<file path="src/rtl/keypad_time_entry.sv">
// Debounces keypad presses and shifts accepted BCD digits into an MM:SS entry register.
// Optional idle auto-clear of a partial entry is built when ENTRY_TIMEOUT_EN is defined.
module keypad_time_entry #(
  parameter int unsigned DEBOUNCE_CYCLES = 4,
  parameter int unsigned TIMEOUT_CYCLES  = 1000
) (
  input  logic       clk,
  input  logic       rst,
  input  logic [3:0] D,
  input  logic       keyn,
  input  logic       enablen,
  input  logic       clear,
  input  logic       take,
  output logic [3:0] min_tens,
  output logic [3:0] min_ones,
  output logic [3:0] sec_tens,
  output logic [3:0] sec_ones,
  output logic [2:0] count,
  output logic       full,
  output logic       strobe,
  output logic       timeout
);

  if (DEBOUNCE_CYCLES < 2 || DEBOUNCE_CYCLES > 255) begin : g_bad_debounce
    $error("DEBOUNCE_CYCLES must be in 2..255");
  end
  if (TIMEOUT_CYCLES < 2) begin : g_bad_timeout
    $error("TIMEOUT_CYCLES must be at least 2");
  end

  localparam logic [7:0] DbLast = 8'(DEBOUNCE_CYCLES - 1);

  typedef enum logic [1:0] {StIdle, StDebounce, StHeld, StRelease} state_e;

  state_e     state_q, state_d;
  logic [3:0] d_hold_q, d_hold_d;
  logic [7:0] db_cnt_q, db_cnt_d;
  logic [3:0] min_tens_q, min_tens_d, min_ones_q, min_ones_d;
  logic [3:0] sec_tens_q, sec_tens_d, sec_ones_q, sec_ones_d;
  logic [2:0] count_q, count_d;
  logic       strobe_q, timeout_q;
  logic       press_done, accept, tmo_fire;

  always_comb begin
    state_d    = state_q;
    d_hold_d   = d_hold_q;
    db_cnt_d   = db_cnt_q;
    press_done = 1'b0;
    unique case (state_q)
      StIdle: begin
        if (!keyn) begin
          state_d  = StDebounce;
          d_hold_d = D;
          db_cnt_d = '0;
        end
      end
      StDebounce: begin
        if (keyn || D != d_hold_q) begin
          state_d = StIdle;
        end else if (db_cnt_q == DbLast) begin
          state_d    = StHeld;
          press_done = 1'b1;
        end else begin
          db_cnt_d = db_cnt_q + 8'd1;
        end
      end
      StHeld: begin
        if (keyn) begin
          state_d  = StRelease;
          db_cnt_d = '0;
        end
      end
      StRelease: begin
        if (!keyn) begin
          state_d = StHeld;
        end else if (db_cnt_q == DbLast) begin
          state_d = StIdle;
        end else begin
          db_cnt_d = db_cnt_q + 8'd1;
        end
      end
      default: state_d = StIdle;
    endcase
  end

  // clear/take win over a coincident accept, so the press is simply lost
  assign accept = press_done && !enablen && (d_hold_q <= 4'd9) && (count_q < 3'd4)
                  && !clear && !take;

`ifdef ENTRY_TIMEOUT_EN
  localparam int unsigned IdleW = $clog2(TIMEOUT_CYCLES);
  localparam logic [IdleW-1:0] IdleLast = IdleW'(TIMEOUT_CYCLES - 1);

  logic [IdleW-1:0] idle_cnt_q, idle_cnt_d;

  always_comb begin
    idle_cnt_d = '0;
    tmo_fire   = 1'b0;
    if (clear || take || accept || state_q != StIdle || state_d != StIdle
        || count_q == 3'd0) begin
      idle_cnt_d = '0;
    end else if (idle_cnt_q == IdleLast) begin
      tmo_fire = 1'b1;
    end else begin
      idle_cnt_d = idle_cnt_q + 1'b1;
    end
  end

  always_ff @(posedge clk or posedge rst) begin
    if (rst) idle_cnt_q <= '0;
    else     idle_cnt_q <= idle_cnt_d;
  end
`else
  assign tmo_fire = 1'b0;
`endif

  always_comb begin
    min_tens_d = min_tens_q;
    min_ones_d = min_ones_q;
    sec_tens_d = sec_tens_q;
    sec_ones_d = sec_ones_q;
    count_d    = count_q;
    if (clear || take || tmo_fire) begin
      min_tens_d = '0;
      min_ones_d = '0;
      sec_tens_d = '0;
      sec_ones_d = '0;
      count_d    = '0;
    end else if (accept) begin
      min_tens_d = min_ones_q;
      min_ones_d = sec_tens_q;
      sec_tens_d = sec_ones_q;
      sec_ones_d = d_hold_q;
      count_d    = count_q + 3'd1;
    end
  end

  always_ff @(posedge clk or posedge rst) begin
    if (rst) begin
      state_q    <= StIdle;
      d_hold_q   <= '0;
      db_cnt_q   <= '0;
      min_tens_q <= '0;
      min_ones_q <= '0;
      sec_tens_q <= '0;
      sec_ones_q <= '0;
      count_q    <= '0;
      strobe_q   <= 1'b0;
      timeout_q  <= 1'b0;
    end else begin
      state_q    <= state_d;
      d_hold_q   <= d_hold_d;
      db_cnt_q   <= db_cnt_d;
      min_tens_q <= min_tens_d;
      min_ones_q <= min_ones_d;
      sec_tens_q <= sec_tens_d;
      sec_ones_q <= sec_ones_d;
      count_q    <= count_d;
      strobe_q   <= accept;
      timeout_q  <= tmo_fire;
    end
  end

  assign min_tens = min_tens_q;
  assign min_ones = min_ones_q;
  assign sec_tens = sec_tens_q;
  assign sec_ones = sec_ones_q;
  assign count    = count_q;
  assign full     = (count_q == 3'd4);
  assign strobe   = strobe_q;
  assign timeout  = timeout_q;

endmodule
</file>
<file path="config.mk">
export PLATFORM = sky130hd
export DESIGN_NAME = keypad_time_entry
export DESIGN_NICKNAME = d
export VERILOG_FILES = /design/src/rtl/keypad_time_entry.sv
export SDC_FILE = /design/constraint.sdc
export NUM_CORES = 1
export LEC_CHECK = 0
export CAP_MARGIN = 25
export CORE_UTILIZATION = 48
export CTS_BUF_LIST = sky130_fd_sc_hd__clkbuf_2 sky130_fd_sc_hd__clkbuf_4 sky130_fd_sc_hd__clkbuf_8
export CTS_CLUSTER_SIZE = 14
export DETAILED_ROUTE_END_ITERATION = 6
export GPL_ROUTABILITY_DRIVEN = 0
export PLACE_DENSITY_LB_ADDON = 0.25
export REMOVE_ABC_BUFFERS = 1
export SYNTH_ARGS = -nofsm -noshare
export SYNTH_HDL_FRONTEND = slang
export SYNTH_SLANG_ARGS = --single-unit
</file>
<file path="constraint.sdc">
create_clock -name clk -period 2.05 [get_ports clk]
set_input_delay 0.615 -clock clk [delete_from_list [all_inputs] [get_ports clk]]
set_output_delay 0.615 -clock clk [all_outputs]
set_load 0.005 [all_outputs]
</file>
---- After elaboration in Yosys (flattened, before gate mapping) ----
Cells that the tools add are included.
word-level totals
  output and inout bits ................... 22
  register bits after elaboration ......... 34
  word-level logic and storage cells ...... 67
  input bits .............................. 10
operators by class
  multiplexer cells ....................... 26
  reduce and logical (&&, ||, !) cells .... 15
  equality and inequality tests ........... 12
  magnitude comparators ................... 2
  add/sub/neg operators ................... 2
  bitwise gates (word level) .............. 1
operators by type and width
  cell                 number
  $mux 8               5
  $mux 4               8
  $pmux 8 s4           1
  $mux 2               6
  $add 8x1->8 const B  1
  $eq 8x2->1 const B   1
  $ne 2x2->1 const B   4
  $pmux 2 s4           1
  $reduce_and 4->1     2
  $mux 3               2
  $ne 3x3->1 const B   2
  $logic_and 1x1->1    5
  $eq 2x2->1 const B   2
  $le 4x4->1 const B   1
  $ne 4x4->1           1
  $add 3x1->3 const B  1
  $eq 3x3->1 const B   1
  $logic_not 1->1      3
  $lt 3x3->1 const B   1
  $mux 1               3
  $eq 2x1->1 const B   1
  $logic_not 2->1      1
  $logic_or 1x1->1     2
  $reduce_and 2->1     1
  2 further kinds      2

---- Longest topological paths before layout ----
  word-level depth ........................ 11
  mapped depth ............................ 7
  depth with buffers taken out ............ 6

---- Least setup slack after synthesis ----
No wires, ideal clock.
  path kind ............................... register -> register
  from .................................... register db_cnt_q[0]
  to ...................................... register sec_ones_q[3] (netlist: sec_ones[3])
  path slack .............................. 0.148 ns
  path buffers ............................ 1
  stages on the path, launching flop included .. 8
  required time ........................... 1.923 ns
  data arrival time ....................... 1.775 ns
  library setup time ...................... 0.127 ns
  period minus slack after synthesis ...... 1.902 ns
  path through ............................ dfrtp_1 > ha_1 > nor4b_2 > nor4b_4 > nor4b_4 > buf_6 > mux2i_1 > nor2_1
on the way
  cells in the longest elaborated chain, start to end .. 10
ends and longest elaborated chain
  element                          RTL line  text
  start: declaration               37        logic [7:0] db_cnt_q, db_cnt_d;
  start signal: assignment         153       db_cnt_q <= db_cnt_d;
  $eq 8x2->1                       60        end else if (db_cnt_q == DbLast) begin
  $mux 1                           60
  $mux 1                           58        if (keyn || D != d_hold_q) begin
  $mux 1                           49        unique case (state_q)
  $logic_and 1x1->1 (3 in series)  87        assign accept = press_done && !enablen && (d_hold_q <= 4'd9) && (count_q < 3'd4)
  $logic_and 1x1->1 (2 in series)  88        && !clear && !take;
  $reduce_bool 2->1 (no line)      n/a
  end signal: assignment           157       sec_ones_q <= sec_ones_d;
  end: declaration                 39        logic [3:0] sec_tens_q, sec_tens_d, sec_ones_q, sec_ones_d;
No other way between the ends.
A chain may end at the register's enable or synchronous reset.

---- Final worst setup path ----
  from .................................... register db_cnt_q[1]
  to ...................................... register db_cnt_q[2]
on the way
  cells in the longest elaborated chain, start to end .. 4
  elaborated cells between the ends (all ways) .. 6
  those cells by class .................... add/sub (1); eq/ne (1); mux (4)
ends and longest elaborated chain
  element                                           RTL line
  $add 8x1->8 / $eq 8x2->1 (equally long branches)  n/a
  $mux 8 (*)                                        60, 76
  $mux 8, on equally long branches                  74, 58
  $pmux 8 s4 (*)                                    49
Every way passes the cells marked *; elsewhere a longest branch is shown, timed or not. The select of a mux whose other input is x is not followed.

==> flow_metrics.py <==
metrics = {
    "layout": {
        "fill_cells": 214,
        "drive_gt1_frac": 0.2283,
        "area_delta_synth_final_pct": 43.39,
        "register_area_um2": 852.1,
        "num_antenna_cells": 0,
        "layout.nets": 232,
        "stdcell_count": 263,
        "final_core_util": 0.7468,
        "multi_input_area_um2": 747.0,
    },
    "drt": {
        "drt_wl_total_mm": 3.917,
        "antenna_left": 0,
        "dr.pass1.iters": 4,
        "wl_per_cell_um": 14.89,
        "initialDrtViolationCount": 52,
        "avgViaCountPerCell": 5.430,
        "drt_drc_violations_left": 0,
        "vias": 1428,
    },
    "logic_synthesis": {
        "syn_inst": 162,
        "yosys.area.top_type": "dfrtp_1",
        "synth_area_leaders": "dfrtp_1, nand2_1, o21ai_0, mux2i_1, nor4b_4",
        "synth_top_area_frac": 0.5223,
        "yosysWarnings": 0,
        "syn_area_mm2": 0.001629,
        "synth_seq_cells": 34,
        "ys_seq_area_frac": 0.5223,
        "synth_area_per_cell_um2": 10.06,
        "synthDistinctLibCells": 33,
    },
    "power_and_ir_drop": {
        "power_leakage_uw": 0.001019,
        "total_power_uw": 1862,
        "p_per_area_mw_per_mm2": 797.0,
        "ir_worst_vdd_mv": 0.5268,
    },
    "floorplan": {
        "start_util": 0.5208,
        "coreArea_mm2": 0.003128,
        "die_w_um": 60.26,
        "ioPinCount": 32,
        "rows": 20,
        "die-area_mm2": 0.003631,
        "die_h_um": 60.26,
    },
    "setup_path": {
        "cp-start-kind": "flip-flop",
        "r2r_cells": 8,
        "max_stage_delay_ns": 0.52,
        "critPathMaxFanout": 4,
        "cp.arrival_ns": 2.32,
        "crit_required_ns": 2.30,
        "reg2reg_from": "db_cnt_q[1]$_DFFE_PP0P_",
        "crit_type": "reg -> reg",
        "cpMostUsedCell": "buf_4",
        "crit_buf_inv": 3,
        "rrSetupSlack_ns": -0.02,
        "r2r_end": "db_cnt_q[2]$_DFFE_PP0P_",
        "cp_cell_sequence": "ha_4 -> nor4b_4 -> nor4b_4 -> buf_4 -> buf_4 -> buf_4 -> or4_1 -> a21oi_1",
        "crit_path_end_kind": "flip-flop",
        "cp_slowest_cell": "or4_1",
        "critPathTopFamily": "simple AND/OR/NAND/NOR gates",
    },
    "placed_design": {
        "dpl_worst_slack_ns": -0.4384,
        "io_buffers": 30,
        "dp_cells": 241,
        "dp_hpwl_mm": 2.408,
    },
    "timing": {
        "finalClockSkew_ns": 0.01228,
        "fmax_mhz": 483.1,
        "slew_violations": 0,
        "rsz0062_at_grt": "yes",
        "setup_viol": 1,
        "worst_slack_ns": -0.01983,
        "whs_ns": 0.5136,
        "finalHoldViolCount": 0,
        "period_needed_ns": 2.070,
        "min_period_over_period": 1.010,
    },
    "global_routing": {
        "grt_pass1_wl_mm": 5.851,
        "gr-usage-all-layers": 0.2246,
        "grt_pass1_vias": 1290,
        "grt_max_degree": 35,
        "grt_overflow": 0,
        "antenna_found_initial": 0,
    },
    "clocking": {
        "ctsHtreeMaxLevel": 2,
        "cts_tree": "done",
        "cts_buffer_depth": 2,
        "clk_pin_slew_ns": 0.10,
        "insertion_delay_ns": 0.33,
        "cts_root_buf": "clkbuf_4",
        "cts_buffers": 5,
        "cts.sinks": 34,
        "cts_hold_buf": 0,
    },
    "run_status": {
        "violations": "setup timing",
        "status": "finished with violations",
    },
    "min_path": {
        "min_path_type": "reg -> reg",
        "min_path_cells": 2,
        "min_from": "sec_tens[0]$_DFFE_PP0P_",
        "holdPathEnd": "min_ones[0]$_DFFE_PP0P_",
    },
    "run": {
        "max_cap_viol_count": 0,
    },
}
[placed cells by master, fill, tap and decap left out, types with 3 or more instances in the layout]
master / synthesis / routed
dfrtp_1: 34 / 33
nand2_1: 31 / 31
clkdlybuf4s50_1: 0 / 24
buf_4: 1 / 24
o21ai_0: 16 / 16
nor2_1: 9 / 8
mux2i_1: 7 / 7
inv_1: 6 / 6
a21oi_1: 6 / 6
dlygate4sd2_1: 0 / 6
clkbuf_4: 0 / 5
xnor2_1: 4 / 4
mux2_2: 4 / 4
nor4b_4: 2 / 3
or2_2: 3 / 3
or3_1: 3 / 3
nand3_1: 4 / 3
[registers in the layout, summed over array words and instances (netlist names)]
name and cells:
db_cnt_q 8, min_ones 4, sec_ones 4, state_q 2
strobe 1, sec_tens 4, d_hold_q 4, min_tens 4
count 3
[power breakdown]
group / total [uW] / leakage (uW) / internal [uW] / switching [uW]
logic: 502 / 0.000516 / 274 / 228
registers: 859 / 0.000459 / 750 / 109
clock network: 501 / 0.0000443 / 284 / 217
total: 1860 / 0.00102 / 1310 / 555
[kinds of logic (layout without fill, tap and decap cells)]
logic type,Yosys count,after routing,synth area share
multiplexers,11,11,0.07066
XOR/XNOR,4,4,0.02150
flip-flops,34,34,0.5223
adder cells (fa/ha/maj),3,3,0.02304
other,1,1,0.002302
buffers and inverters,14,71,0.04070
AND/OR/NAND/NOR,65,65,0.2135
AO/OA/AOI/OAI,30,30,0.1060
[worst max-delay path by stage]
stage                                         end  depth (start not counted)               startpoint  slack [ns]
after global routing      db_cnt_q[2]$_DFFE_PP0P_                          8  db_cnt_q[0]$_DFFE_PP0P_       -0.06
after detailed placement  sec_ones[3]$_DFFE_PP0P_                          7                     keyn       -0.44
after CTS                 sec_ones[3]$_DFFE_PP0P_                          8  db_cnt_q[1]$_DFFE_PP0P_        0.01
after floorplan           min_ones[3]$_DFFE_PP0P_                          5                     take       -0.65
after global placement    db_cnt_q[2]$_DFFE_PP0P_                          6                     D[0]       -0.35
final                     db_cnt_q[2]$_DFFE_PP0P_                          8  db_cnt_q[1]$_DFFE_PP0P_       -0.02
[cells in the mapped netlist]
cell type  count
nand3_1        4
o31ai_1        2
ha_1           3
a21o_1         1
o21a_1         1
or4_1          2
nor4b_4        2
nor4b_2        1
buf_6          1
and2_1         2
buf_4          1
dfrtp_1       34
nor4_1         2
nand3b_1       1
inv_1          6
nand4_1        2
a32oi_1        1
xnor2_1        4
mux2i_1        7
o211ai_1       2
conb_1         1
buf_2          2
and3_1         2
or3_1          3
nand2_1       31
nor2_1         9
or2_2          3
a21oi_1        6
o21ai_0       16
o32ai_1        1
clkbuf_1       4
mux2_2         4
nor3_1         1
[tightest hold or removal path, delay by kind of cell, from the launching register on]
family	cells	cell delay, ns
flip-flops	1	0.37
AO/OA/AOI/OAI	1	0.06
AND/OR/NAND/NOR	1	0.05
[per-stage QoR]
step	TNS [ns]	instance area [um^2]
2_1_floorplan	-11.39	1585
3_3_place_gp	-7.618	2063
3_5_place_dp	-9.259	2063
4_1_cts	0	2277
5_1_grt	-0.1567	2336
6_report	-0.01983	2336
[area by class of cell]
| cell class | count | share of cell area |
|---|---|---|
| sequential | 34 | 0.3648 |
| multi-input combinational | 114 | 0.3198 |
| timing repair buffer | 58 | 0.2475 |
| tap | 44 | 0.02357 |
| clock buffer | 6 | 0.02196 |
| clock inverter | 1 | 0.01285 |
| inverter | 6 | 0.009641 |
[routing by layer]
metal / vias up / part of all wire / global-route usage / routed length, um
met5: - / 0 / 0 / 0
met4: 0 / 0.027 / 0.06645 / 105
met3: 11 / 0.056 / 0.05844 / 219
met2: 55 / 0.49 / 0.3705 / 1916
met1: 693 / 0.43 / 0.2879 / 1676
li1: 669 / - / - / -
[timing repair]
item	4_1_cts	5_1_grt
resized for setup	8	5
buffers inserted	8	5
endpoints found under the setup margin	11	19
cloned	2	0
pin swaps	4	2
Note: power is estimated with default switching activity, not from simulation.
